File: src/rtl/job_scheduler.sv
// Splits a mining job's nonce range across NUM_CORES cores, starts them together, and
// funnels their golden nonces through a round-robin arbiter into a small FIFO.
module job_scheduler #(
    parameter int unsigned NUM_CORES  = 4,
    parameter int unsigned FIFO_DEPTH = 8
) (
    input  logic                    hash_clk,
    input  logic                    reset_n,
    input  logic                    new_work,
    input  logic [31:0]             nonce_min,
    input  logic [31:0]             nonce_max,
    output logic [NUM_CORES-1:0]    core_start,
    output logic                    core_abort,
    output logic [32*NUM_CORES-1:0] core_min,
    output logic [32*NUM_CORES-1:0] core_max,
    input  logic [NUM_CORES-1:0]    core_done,
    input  logic [NUM_CORES-1:0]    core_gvalid,
    input  logic [32*NUM_CORES-1:0] core_gnonce,
    output logic [NUM_CORES-1:0]    core_gack,
    output logic                    golden_valid,
    output logic [31:0]             golden_nonce,
    input  logic                    golden_ready,
    output logic                    busy,
    output logic                    job_done,
    output logic                    job_error
);
    localparam int unsigned CoreW = $clog2(NUM_CORES);
    localparam int unsigned PtrW  = $clog2(FIFO_DEPTH);
    localparam logic [CoreW-1:0] LastCore = CoreW'(NUM_CORES - 1);
    localparam logic [PtrW:0]    FullCnt  = (PtrW + 1)'(FIFO_DEPTH);

    typedef enum logic [2:0] {StIdle, StSplit, StStart, StRun, StDone} state_e;

    state_e r_state, w_state_next;

    logic [31:0]          r_max, r_slice, r_acc;
    logic [CoreW-1:0]     r_idx, r_rr_ptr;
    logic [31:0]          r_cmin [NUM_CORES];
    logic [31:0]          r_cmax [NUM_CORES];
    logic [NUM_CORES-1:0] r_done_mask;
    logic                 r_abort, r_job_error, r_job_done;
    logic [31:0]          r_mem [FIFO_DEPTH];
    logic [PtrW-1:0]      r_wr_ptr, r_rd_ptr;
    logic [PtrW:0]        r_count;

    logic [32:0]          w_span;
    logic                 w_invalid, w_active, w_abort, w_load;
    logic [NUM_CORES-1:0] w_started, w_mask_next, w_gack;
    logic [31:0]          w_acc_next, w_split_max, w_gnonce;
    logic [CoreW-1:0]     w_grant_idx;
    logic                 w_found, w_pop, w_push, w_arb_en;

    assign w_span    = {1'b0, nonce_max} - {1'b0, nonce_min} + 33'd1;
    assign w_invalid = nonce_max < nonce_min;
    assign w_active  = (r_state == StSplit) || (r_state == StStart) || (r_state == StRun);
    assign w_abort   = new_work && w_active;
    assign w_load    = new_work && !w_invalid;

    // With a zero slice only the last core gets real work.
    always_comb begin
        for (int i = 0; i < NUM_CORES; i++) begin
            w_started[i] = (r_slice != 32'd0) || (i == NUM_CORES - 1);
        end
    end

    assign w_mask_next = r_done_mask | (core_done & w_started);
    assign w_acc_next  = r_acc + r_slice;
    assign w_split_max = (r_idx == LastCore)   ? r_max :
                         (r_slice == 32'd0)    ? r_acc : w_acc_next - 32'd1;

    always_comb begin
        w_state_next = r_state;
        unique case (r_state)
            StSplit: if (r_idx == LastCore) w_state_next = StStart;
            StStart: w_state_next = StRun;
            StRun:   if (&w_mask_next) w_state_next = StDone;
            default: ;
        endcase
        if (new_work) begin
            if (!w_invalid)    w_state_next = StSplit;
            else if (w_active) w_state_next = StIdle;
        end
    end

    always_ff @(posedge hash_clk or negedge reset_n) begin
        if (!reset_n) begin
            r_state     <= StIdle;
            r_max       <= '0;
            r_slice     <= '0;
            r_acc       <= '0;
            r_idx       <= '0;
            r_done_mask <= '0;
            r_abort     <= 1'b0;
            r_job_error <= 1'b0;
            r_job_done  <= 1'b0;
            for (int i = 0; i < NUM_CORES; i++) begin
                r_cmin[i] <= '0;
                r_cmax[i] <= '0;
            end
        end else begin
            r_state     <= w_state_next;
            r_abort     <= w_abort;
            r_job_error <= new_work && w_invalid;
            r_job_done  <= (r_state == StRun) && (&w_mask_next) && !new_work;
            if (w_load) begin
                r_max   <= nonce_max;
                r_slice <= 32'(w_span >> CoreW);
                r_acc   <= nonce_min;
                r_idx   <= '0;
            end else if (r_state == StSplit) begin
                r_cmin[r_idx] <= r_acc;
                r_cmax[r_idx] <= w_split_max;
                r_acc         <= w_acc_next;
                r_idx         <= r_idx + 1'b1;
            end
            // Cores that were never started are pre-marked as done.
            if (new_work)                r_done_mask <= '0;
            else if (r_state == StStart) r_done_mask <= ~w_started;
            else if (r_state == StRun)   r_done_mask <= w_mask_next;
        end
    end

    always_comb begin
        logic [CoreW-1:0] cand;
        w_found     = 1'b0;
        w_grant_idx = r_rr_ptr;
        for (int k = 0; k < NUM_CORES; k++) begin
            cand = r_rr_ptr + CoreW'(k);
            if (!w_found && core_gvalid[cand]) begin
                w_found     = 1'b1;
                w_grant_idx = cand;
            end
        end
        w_gnonce = '0;
        for (int i = 0; i < NUM_CORES; i++) begin
            if (w_grant_idx == CoreW'(i)) w_gnonce = core_gnonce[i*32 +: 32];
        end
    end

    assign w_pop    = golden_valid && golden_ready;
    assign w_arb_en = ((r_state == StRun) || (r_state == StDone)) && !w_abort;
    assign w_push   = w_arb_en && w_found && ((r_count != FullCnt) || w_pop);

    always_comb begin
        w_gack = '0;
        if (w_push) w_gack[w_grant_idx] = 1'b1;
    end

    always_ff @(posedge hash_clk or negedge reset_n) begin
        if (!reset_n) begin
            r_wr_ptr <= '0;
            r_rd_ptr <= '0;
            r_count  <= '0;
            r_rr_ptr <= '0;
            for (int i = 0; i < FIFO_DEPTH; i++) r_mem[i] <= '0;
        end else if (w_abort) begin
            r_wr_ptr <= '0;
            r_rd_ptr <= '0;
            r_count  <= '0;
        end else begin
            if (w_push) begin
                r_mem[r_wr_ptr] <= w_gnonce;
                r_wr_ptr        <= r_wr_ptr + 1'b1;
                r_rr_ptr        <= w_grant_idx + 1'b1;
            end
            if (w_pop) r_rd_ptr <= r_rd_ptr + 1'b1;
            if (w_push && !w_pop)      r_count <= r_count + 1'b1;
            else if (!w_push && w_pop) r_count <= r_count - 1'b1;
        end
    end

    for (genvar g = 0; g < NUM_CORES; g++) begin : g_pack
        assign core_min[32*g +: 32] = r_cmin[g];
        assign core_max[32*g +: 32] = r_cmax[g];
    end

    assign core_start   = (r_state == StStart) ? w_started : '0;
    assign core_abort   = r_abort;
    assign core_gack    = w_gack;
    assign golden_valid = (r_count != '0);
    assign golden_nonce = r_mem[r_rd_ptr];
    assign busy         = w_active;
    assign job_done     = r_job_done;
    assign job_error    = r_job_error;

endmodule

File: config.mk
export PLATFORM = sky130hd
export DESIGN_NAME = job_scheduler
export DESIGN_NICKNAME = d
export VERILOG_FILES = /design/src/rtl/job_scheduler.sv
export SDC_FILE = /design/constraint.sdc
export NUM_CORES = 1
export LEC_CHECK = 0
export ABC_AREA = 0
export BUFFER_PORTS_ARGS = -buffer_cell sky130_fd_sc_hd__buf_4
export CELL_PAD_IN_SITES_DETAIL_PLACEMENT = 1
export CELL_PAD_IN_SITES_GLOBAL_PLACEMENT = 2
export CORE_UTILIZATION = 36
export DETAILED_ROUTE_END_ITERATION = 10
export PLACE_DENSITY_LB_ADDON = 0.1
export SYNTH_ARGS = -nofsm -noshare
export SYNTH_HDL_FRONTEND = slang
export SYNTH_SLANG_ARGS = --single-unit
File: constraint.sdc
create_clock -name hash_clk -period 5.3 [get_ports hash_clk]
set_input_delay 1.06 -clock hash_clk [delete_from_list [all_inputs] [get_ports hash_clk]]
set_output_delay 1.06 -clock hash_clk [all_outputs]
set_load 0.01 [all_outputs]
# Word level (Yosys, flattened, before mapping)
# Cells that the tools add are included.
# classes
addsub	13
order_cmp	12
n_eq_ne	9
reduce_logical	41
bitwise	8
n_mux	55
# op_table
op	n
32-bit 2-to-1 mux	12
128-bit bitwise mux	2
256-bit bitwise mux	1
32-bit binary-select mux with 3-bit select	1
32-bit demux with 3-bit select	1
32-bit demux with 2-bit select	1
33-bit by 1-bit adder with 33-bit output, second input constant	1
32-bit by 32-bit subtractor with 33-bit output	1
32-bit by 31-bit adder with 32-bit output	1
32-bit logical NOT	1
32-bit less-than comparator	1
4-bit 2-to-1 mux	8
32-bit nonzero test	1
32-bit by 1-bit subtractor with 32-bit output, second input constant	1
3-bit 2-to-1 mux	9
1-bit logical AND	17
2-bit by 3-bit less-than comparator with 1-bit output, second input constant	5
2-bit 2-to-1 mux	5
1-bit 2-to-1 mux	9
3-bit one-hot mux with 3 select lines	1
1-bit binary-select mux with 2-bit select	4
4-bit greater-or-equal comparator, second input constant	2
1-bit logical NOT	8
3-bit inverter with 4-bit output	2
other kinds (28)	43
# totals
in_bits	204
wordCells	167
ff_bits	631

# Longest topological paths before layout
# logic_depth
word_depth	19
depth_mapped	16
depth_no_buf	16

# Least setup slack after synthesis
# Ideal clock, no wire load.
# synth_path
kind	input to register
start	in nonce_min[4]
end	reg r_slice[30]
t_arrival_ps	3941
setup_time_ps	83
required_ps	5217
stages	15
path_slack_ps	1276
path_cell_list	inv_1 > ha_1 > inv_1 > fa_1 > and3b_1 > o31ai_1 > o21ai_0 > o311ai_0 > a211oi_1 > o31ai_1 > o21ai_0 > a211oi_1 > o21bai_1 > xor2_1 > o21ai_0
# synth_via
elab_chain_cells	3
# synth_rtl
item	line_no	source
start, declared	10	input logic [31:0] nonce_min,
branches (longest 3 deep; another with 32-bit by 32-bit subtractor with 33-bit output)	n/a	
end signal, assigned	107	r_slice <= 32'(w_span >> CoreW);
end, declared	36	logic [31:0] r_max, r_slice, r_acc;
# Several ways; the timed one is not identified.
# A chain may end at the register's enable or synchronous reset.

# Final worst setup path
# layout_path
start	reg r_acc[0]
end	reg r_cmax, in the netlist core_max[62]
# layout_via
elab_chain_cells	5
# layout_rtl
item	line_no	source
start, declared	36	
start signal, assigned	108	r_acc <= nonce_min;
start signal, assigned	113	r_acc <= w_acc_next;
32-bit by 31-bit adder with 32-bit output	67	assign w_acc_next = r_acc + r_slice;
32-bit by 1-bit subtractor with 32-bit output	69	(r_slice == 32'd0) ? r_acc : w_acc_next - 32'd1;
32-bit 2-to-1 mux	69	
32-bit 2-to-1 mux	68	assign w_split_max = (r_idx == LastCore) ? r_max :
128-bit bitwise mux	112	r_cmax[r_idx] <= w_split_max;
end signal, assigned by index	112	
end, declared	39	logic [31:0] r_cmax [NUM_CORES];
# Every way passes these cells.

==> reports/metrics.cfg <==
[status]
status=finished clean

[cells_and_area]
fin_nets=3906
drive_gt1_share_pct=28.2
nFillCells=9695
fin_cells=4796
area_growth_pct=24.4

[synthesis]
synth_xor_area_share_pct=2.09
synth_compound_area_share_pct=14.6
syn_area_um2=31900
post_synth_mux_area_share_pct=12.8
synth-main-ff-cell=dfrtp_1
synthAdderAreaFrac_pct=5.29
synthCells=3124
yosysSeqAreaShare_pct=49.5
syn_avg_cell_area_um2=10.2
yosys.area_share.simple_pct=12.3
synthesis.nets=3452
synth_edf_count=0
ys_ff_latch=631
synth_top_family_by_area=compound AO/OA/AOI/OAI gates
ys_warn_count=0
ys_types=86
async_reset_ff_share_pct=100

[floorplanning]
core-area_um2=87300
die_h_um=300
rows=108
fp.dieW_um=300
start_util_pct=36.5
dieArea_um2=89800
io_pins=505

[place]
portBuffers=504
dpl.hpwl_mm=82.1
placedCellCount=4656
place.gp.congestion=0.855

[timing]
fin_crit_ps=4770
final_max_slew_viol_count=0
clock_skew_ps=19.1
tightest_slew_ps=1160
relSlewSlack_pct=22.7
fmax_mhz=210
setup_tns_ps=0
hold_viol_final=0
setup_viol=0
post-route-period-util_pct=90.0
rsz0062_at_grt=false

[drt]
drcViolationCount=0
post_drt_wl_per_cell_um=23.4
viasPerCell=5.37
drtPass1Iterations=5
via_count=25800
drt_iter0_drc=1316
finalWirelength_mm=112
ant_nets=0

[worst_setup_path]
cp-start-kind=register
crit_required_ps=5800
end_kind=register
critical_path_arrival_ps=5280
crit_start=r_acc[0]$_DFFE_PN0P_
worstPathMaxFanout=9
setup.worst_path.class=register to register
worstReg2RegStart=r_acc[0]$_DFFE_PN0P_

[power_and_ir_drop]
power_density_nw_per_um2=694
seq_power_share_pct=31.4
leakage_nw=18.5
vdd_ir_drop_max_v=0.000328
switching_share_pct=43.0
share_comb_of_total_power_pct=49.6
switchingPower_w=0.0118
p_clk_share_pct=19.0
intPower_w=0.0157

[clock_tree]
cts_setup_buffers=0
cts_max_level=3
clk_latency_ps=620
cts_buffers=75
root_buffer=clkbuf_16
hold_buffers=0
cts_resized=0
clock_sinks=631
clockBufferDepth=3
path_clk_slew_ps=60
cts_tree=done

[global_route]
grtUsageTotal_pct=25.0
grt_pass1_wl_mm=172
grt_pass1_vias=27600
grt-ovfl-total=0
antenna_found_initial=9
grt_max_degree=118

[worst_hold_path]
min-delay-start=r_mem[177]$_DFFE_PN0P_
min_path_type=register to register

[job]
maxCapViolations=0

## layout by cell type, fill, tap and decap left out, types with 19 or more instances in the layout
master / n
mux4_2: 64
nor2b_1: 24
nor2_1: 399
dfrtp_1: 629
a21oi_1: 373
xor2_1: 33
a21o_1: 19
xnor2_1: 43
a211oi_1: 22
nor3_1: 24
o21ai_0: 214
ha_1: 103
inv_1: 85
clkbuf_16: 76
clkbuf_1: 21
mux2_2: 230
a22oi_1: 34
a31oi_1: 27
buf_4: 555
nand2_1: 320
## logic make-up (layout without fill, tap and decap cells)
family / Yosys count / after routing
XOR/XNOR: 76 / 76
other: 0 / 4
multiplexers: 300 / 300
flip-flops: 631 / 631
adder cells (fa/ha/maj): 124 / 124
AND/OR/NAND/NOR: 909 / 909
AO/OA/AOI/OAI: 807 / 807
buffers and inverters: 277 / 790
## through the flow
stage / hold WS, ps / area, µm² / total power, W / setup slack, ps / utilization (%)
after floorplan: 444 / 31900 / 0.0161 / 1280 / -
after global placement: 456 / 37200 / 0.0218 / 377 / 42.6
after detailed placement: 467 / 37200 / 0.0224 / 274 / 42.6
after CTS: 480 / 39700 / 0.0278 / 615 / 45.4
after global routing: 505 / 39700 / 0.0294 / 306 / 45.4
final: 479 / 39700 / 0.0275 / 528 / 45.4
## registers in the layout (all words and copies together), names as in the netlist, named ones only
register,flops
r_mem,256
core_max,128
core_min,128
r_acc,32
r_max,32
r_slice,31
r_count,4
r_done_mask,4
r_rd_ptr,3
r_wr_ptr,3
r_idx,2
r_rr_ptr,2
r_state,2
core_abort,1
job_done,1
job_error,1
## synth_stat cells (18+ instances only)
cell type / instances / share of area (%)
dfrtp_1: 631 / 50
nor2_1: 401 / 4.7
a21oi_1: 373 / 5.9
nand2_1: 321 / 3.8
mux2_2: 230 / 8.1
o21ai_0: 214 / 3.4
clkbuf_1: 158 / 1.9
ha_1: 106 / 4.2
inv_1: 85 / 1.0
mux4_2: 64 / 4.5
xnor2_1: 43 / 1.2
a22oi_1: 34 / 0.80
xor2_1: 33 / 0.91
a31oi_1: 27 / 0.53
nor3_1: 26 / 0.41
nor2b_1: 25 / 0.49
buf_1: 23 / 0.27
a211oi_1: 22 / 0.52
nand3_1: 22 / 0.35
a21o_1: 19 / 0.45
fa_1: 18 / 1.1
## worst max-delay path: stages, from the launching register on
cell and delay, ps:
dfrtp_1 470, ha_1 330, fa_1 310, a211oi_2 120, o211ai_2 270, nand4_1 310
o31ai_1 740, a41oi_1 240, xor2_1 180, buf_4 180, and3_1 430, nand4b_4 210
o21a_1 230, o31a_1 350, mux2_2 290
## path summary, 6_finish.rpt
kind                                              to  cells after the start  slack [ps]
min in group asynchronous  core_max[105]$_DFFE_PN0P_                      1         490
hold / removal                r_mem[177]$_DFFE_PN0P_                      2         480
setup / recovery            core_max[62]$_DFFE_PN0P_                     14         530
max in group asynchronous      r_mem[22]$_DFFE_PN0P_                      2        3580
hold reg to reg               r_mem[177]$_DFFE_PN0P_                      2         480
setup reg to reg            core_max[62]$_DFFE_PN0P_                     14         530
## power groups by stage
stage | Sequential, W | Combinational [W] | Clock (W)
4_1_cts | 0.00865 | 0.0138 | 0.00537
3_3_place_gp | 0.00856 | 0.0133 | 0
2_1_floorplan | 0.00826 | 0.00782 | 0
6_report | 0.00864 | 0.0137 | 0.00522
5_1_grt | 0.00891 | 0.0149 | 0.00555
3_5_place_dp | 0.00871 | 0.0137 | 0
## metal layers
layer,part of all wire (%),routed length [µm],GRT usage [%],up-vias
li1,-,-,-,11900
met1,46,52000,35.0,13200
met2,46,51700,39.3,539
met3,4.9,5490,4.58,158
met4,2.7,3030,7.70,14
met5,0.076,85,0,-
## area by class of cell
class	instances	area (µm²)	share of cell area [%]
well taps	1155	1450	3.64
diodes	4	10.0	0.0252
multi-input cells	2216	15100	38.2
clock buffers	113	2200	5.55
flip-flops and latches	631	15800	39.8
inverters	85	319	0.804
repair buffers	569	4440	11.2
clock inverters	23	303	0.763
No activity file was read; power rests on OpenSTA's default activity.
